`config.mk`:
```
export PLATFORM = sky130hd
export DESIGN_NAME = uart_cmd_ctrl
export DESIGN_NICKNAME = d
export VERILOG_FILES = /design/src/rtl/uart_cmd_ctrl.sv
export SDC_FILE = /design/constraint.sdc
export NUM_CORES = 1
export LEC_CHECK = 0
export CAP_MARGIN = 20
export CORE_MARGIN = 3
export CORE_UTILIZATION = 46
export CTS_BUF_LIST = sky130_fd_sc_hd__clkbuf_2 sky130_fd_sc_hd__clkbuf_4 sky130_fd_sc_hd__clkbuf_8
export DETAILED_ROUTE_END_ITERATION = 8
export DONT_BUFFER_PORTS = 1
export PLACE_DENSITY = 0.7
export SYNTH_ARGS = -nofsm -noshare
export SYNTH_HDL_FRONTEND = slang
export SYNTH_SLANG_ARGS = --single-unit
```
`constraint.sdc`:
```
create_clock -name clk -period 5.1 [get_ports clk]
set_clock_uncertainty 0.1 [all_clocks]
set_input_delay 1.02 -clock clk [delete_from_list [all_inputs] [get_ports clk]]
set_output_delay 1.02 -clock clk [all_outputs]
set_load 0.01 [all_outputs]
```
`src/rtl/uart_cmd_ctrl.sv`:
```
// Command/response controller between the UART and the host command logic.
// Assembles 3-byte commands from received bytes and serialises 1- or 2-byte replies.
module uart_cmd_ctrl #(
  parameter logic [7:0]  ACK_BYTE = 8'hA5,
  parameter int unsigned TIMEOUT  = 1_000_000
) (
  input  logic        clk,
  input  logic        rst_n,
  input  logic [7:0]  rx_data,
  input  logic        rdy,
  output logic        clr_rdy,
  output logic [7:0]  tx_data,
  output logic        trmt,
  input  logic        tx_done,
  output logic [23:0] cmd,
  output logic        cmd_rdy,
  input  logic        clr_cmd_rdy,
  output logic        frame_err,
  input  logic [15:0] resp_data,
  input  logic        send_resp,
  input  logic        send_ack,
  output logic        resp_busy
);

  localparam int unsigned CntW = $clog2(TIMEOUT + 1);

  typedef enum logic [1:0] {StIdle, StSend, StGuard, StWait} tx_state_e;

  logic [1:0]      rx_cnt;
  logic [CntW-1:0] idle_cnt;
  logic            accept;

  tx_state_e       tx_state;
  logic [1:0]      tx_cnt;
  logic [7:0]      resp_lo;

  // clr_rdy qualifier stops the still-high rdy from being captured twice
  assign accept = rdy && !clr_rdy && !cmd_rdy;

  always_ff @(posedge clk or negedge rst_n) begin
    if (!rst_n) begin
      clr_rdy   <= 1'b0;
      cmd       <= '0;
      cmd_rdy   <= 1'b0;
      frame_err <= 1'b0;
      rx_cnt    <= '0;
      idle_cnt  <= '0;
    end else begin
      clr_rdy   <= accept;
      frame_err <= 1'b0;
      if (cmd_rdy && clr_cmd_rdy) begin
        cmd_rdy <= 1'b0;
      end
      if (accept) begin
        idle_cnt <= '0;
        case (rx_cnt)
          2'd0:    cmd[23:16] <= rx_data;
          2'd1:    cmd[15:8]  <= rx_data;
          default: cmd[7:0]   <= rx_data;
        endcase
        if (rx_cnt == 2'd2) begin
          rx_cnt  <= '0;
          cmd_rdy <= 1'b1;
        end else begin
          rx_cnt <= rx_cnt + 2'd1;
        end
      end else if (rx_cnt != 2'd0) begin
        if (idle_cnt == CntW'(TIMEOUT)) begin
          rx_cnt    <= '0;
          idle_cnt  <= '0;
          frame_err <= 1'b1;
        end else begin
          idle_cnt <= idle_cnt + CntW'(1);
        end
      end
    end
  end

  // StSend is the cycle trmt is high; StGuard masks the UART's stale tx_done
  always_ff @(posedge clk or negedge rst_n) begin
    if (!rst_n) begin
      tx_state  <= StIdle;
      tx_cnt    <= '0;
      tx_data   <= '0;
      resp_lo   <= '0;
      trmt      <= 1'b0;
      resp_busy <= 1'b0;
    end else begin
      trmt <= 1'b0;
      case (tx_state)
        StIdle: begin
          if (send_resp) begin
            resp_lo   <= resp_data[7:0];
            tx_data   <= resp_data[15:8];
            tx_cnt    <= 2'd2;
            resp_busy <= 1'b1;
            trmt      <= 1'b1;
            tx_state  <= StSend;
          end else if (send_ack) begin
            tx_data  <= ACK_BYTE;
            tx_cnt   <= 2'd1;
            trmt     <= 1'b1;
            tx_state <= StSend;
          end
        end
        StSend:  tx_state <= StGuard;
        StGuard: tx_state <= StWait;
        StWait: begin
          if (tx_done) begin
            tx_cnt <= tx_cnt - 2'd1;
            if (tx_cnt == 2'd2) begin
              tx_data  <= resp_lo;
              trmt     <= 1'b1;
              tx_state <= StSend;
            end else begin
              resp_busy <= 1'b0;
              tx_state  <= StIdle;
            end
          end
        end
        default: tx_state <= StIdle;
      endcase
    end
  end

endmodule

```
==> results.json <==
{
  "totalWireLength_mm": 7.06,
  "cts-root-buf": "clkbuf_8",
  "status": "finished, final reports clean",
  "clockPowerShare_pct": 22.7,
  "crit_path_cell_trace": "or3b_1 -> inv_2 -> and2_1 -> mux2_2",
  "power_density_nw_per_um2": 562,
  "async_reset_ff_share_pct": 100,
  "final_nets": 345,
  "drive_gt1_share_pct": 18.8,
  "num_vias": 2388,
  "clock_latency_ps": 340,
  "fmax_mhz": 383,
  "leakage_nw": 1.56,
  "dr.first_iter.drc_count": 184,
  "fp-row-count": 30,
  "pwr-share-comb_pct": 27.9,
  "yosysTopAreaCellShare_pct": 53.3,
  "ys_seq_elements": 71,
  "dieArea_sq_um": 8310,
  "fp.dieW_um": 91.2,
  "synth.most_common_cell": "dfrtp_1",
  "num_io_pins": 68,
  "avgSynthCellArea_sq_um": 10.9,
  "grt_pass1_wl_mm": 11.9,
  "period_minus_slack_ps": 2610,
  "maxSlewHeadroom_pct": 39.5,
  "yosysUniqueCellTypes": 46,
  "finalSetupViolCount": 0,
  "drv_cap": 0,
  "synth-warning-count": 0,
  "crit_path_top_delay_cell": "or3b_1",
  "cp_data_required_time_ps": 5220,
  "seq_area_frac_synth_pct": 53.3,
  "rsz0062_at_grt": "no",
  "vias_per_cell": 5.84,
  "maxSlewViolCount": 0,
  "crit_path_start_kind": "primary input",
  "synth_area_leaders": "dfrtp_1 53%, mux2_2 11%, nand2_1 4.7%",
  "synth_edf_count": 0,
  "htree_levels": 3,
  "cp-end-kind": "flop",
  "synth_cells": 307,
  "port_buffers": 0,
  "antenna_found_initial": 0,
  "detail-route-antenna-nets": 0,
  "tns_ps": 0,
  "start_util_pct": 48.3,
  "cts_buffer_depth": 2,
  "clk_pin_slew_worst_paths_ps": 70,
  "internal_power_mw": 1.29,
  "rr_worst_depth": 6,
  "p_total_mw": 2.03,
  "seqPwrFrac_pct": 49.4,
  "place.gp.congestion": 0.858,
  "synth_common_cells": "71 x dfrtp_1, 42 x nand2_1, 33 x mux2_2, 31 x o21ai_0, 14 x nand3_1",
  "cts_setup_buffers": 0,
  "worst_path_largest_cell_delay_ps": 590,
  "cts_resized": 0,
  "coreArea_sq_um": 6910,
  "tightest_slew_ps": 901,
  "post-place-cells": 393,
  "cts_made_buffers": 9,
  "grt_usage_pct": 17.8,
  "cts_hold_buf": 0,
  "dp_hpwl_mm": 4.92,
  "grt_remaining_overflow": 0,
  "critPathArrivalTime_ps": 2730,
  "n_antenna_cell": 0,
  "synth_area_sq_um": 3340,
  "synth-main-ff-cell": "dfrtp_1",
  "hold_viol": 0,
  "stdcell_count": 409,
  "clock-sinks": 71,
  "yosys.area.top_type": "dfrtp_1",
  "switching_share_pct": 36.5,
  "dr.pass1.iters": 5,
  "first_global_vias": 2368,
  "wire_per_inst_um": 17.3,
  "synth_nets": 344,
  "route.detailed.drc": 0,
  "fp.dieH_um": 91.2,
  "crit_type": "in2reg",
  "post-route-period-util_pct": 51.3,
  "ir_drop_mv": 0.320,
  "grt_max_degree": 72,
  "cts_tree": "yes",
  "switchingPower_mw": 0.742,
  "area_growth_pct": 8.36,
  "hp-class": "in2async",
  "path_max_fanout": 17
}
==> layer usage <==
metal  vias to the layer above  global-route usage [%]  wire length (um)
li1                       1129                       -                 -
met1                      1176                    22.4              3090
met2                        77                    28.3              3390
met3                         6                    7.62               528
met4                         0                    4.52                53
met5                         -                       0                 0
==> layout by cell type, fill, tap and decap left out, drive strengths merged, types with 2 or more instances in the layout <==
cell type	instances
inv	9
ha	6
a41oi	4
a22oi	4
a32o	3
nor2b	4
or4	5
clkbuf	12
dfrtp	71
mux2	33
a21oi	10
nand4	3
o21ai	32
o22ai	5
clkinv	2
nor4b	4
nor3	5
a31oi	6
a31o	2
nand3	14
nand2	43
nor2	11
and3	6
and2	4
==> worst paths after layout <==
| kind | start | to | slack (ps) |
|---|---|---|---|
| hold / removal | rst_n | frame_err | 270 |
| max in group asynchronous | rst_n | idle_cnt[17] | 4500 |
| hold reg to reg | tx_cnt[0] | tx_cnt[0] | 400 |
| setup reg to reg | tx_state[0] | tx_data[6] | 2680 |
| min in group clk | tx_cnt[0] | tx_cnt[0] | 400 |
| setup / recovery | rdy | cmd[3] | 2490 |
==> worst max-delay path, delay by kind of cell <==
kind / cells / cell delay (ps)
mux: 1 / 380
buf+inv: 1 / 320
simple gates: 2 / 1000
==> metrics by stage <==
stage	hold WS (ps)	utilization (%)	worst slack, ps	instance area [sq um]
2_1_floorplan	351	-	2680	3340
3_3_place_gp	370	49.3	2230	3410
3_5_place_dp	391	49.3	2170	3410
4_1_cts	252	52.3	2540	3610
5_1_grt	241	52.3	2420	3610
6_report	273	52.3	2490	3610
==> state kept, by name (all words and copies together) (netlist names) <==
register   count
rx_cnt         2
cmd           24
trmt           1
clr_rdy        1
frame_err      1
tx_data        8
tx_state       2
tx_cnt         2
resp_lo        8
idle_cnt      20
resp_busy      1
cmd_rdy        1
==> power by group through the flow <==
stage,Combinational [mW],Clock (mW),Sequential [mW]
after CTS,0.567,0.471,1.00
after global placement,0.541,0,1.01
final,0.566,0.461,1.00
after floorplan,0.474,0,0.956
after detailed placement,0.568,0,1.01
after global routing,0.644,0.497,1.03
==> cells by family (layout without fill, tap and decap cells) <==
| kind of cell | Yosys count | after routing | share of synthesized area (%) |
|---|---|---|---|
| and+or+nand+nor | 106 | 106 | 17.0 |
| AOI/OAI and AO/OA | 72 | 72 | 13.9 |
| DFF | 71 | 71 | 53.3 |
| muxes | 33 | 33 | 11.1 |
| buffers and inverters | 19 | 25 | 2.48 |
| adders and majority gates | 6 | 6 | 2.25 |
==> final cells by class <==
class / instances / area, sq um
Clock inverter: 4 / 55.1
Multi-Input combinational cell: 217 / 1480
Sequential cell: 71 / 1780
Fill cell: 630 / 3290
Inverter: 9 / 33.8
Clock buffer: 12 / 153
Tap cell: 96 / 120
Note: power is estimated with default switching activity, not from simulation.
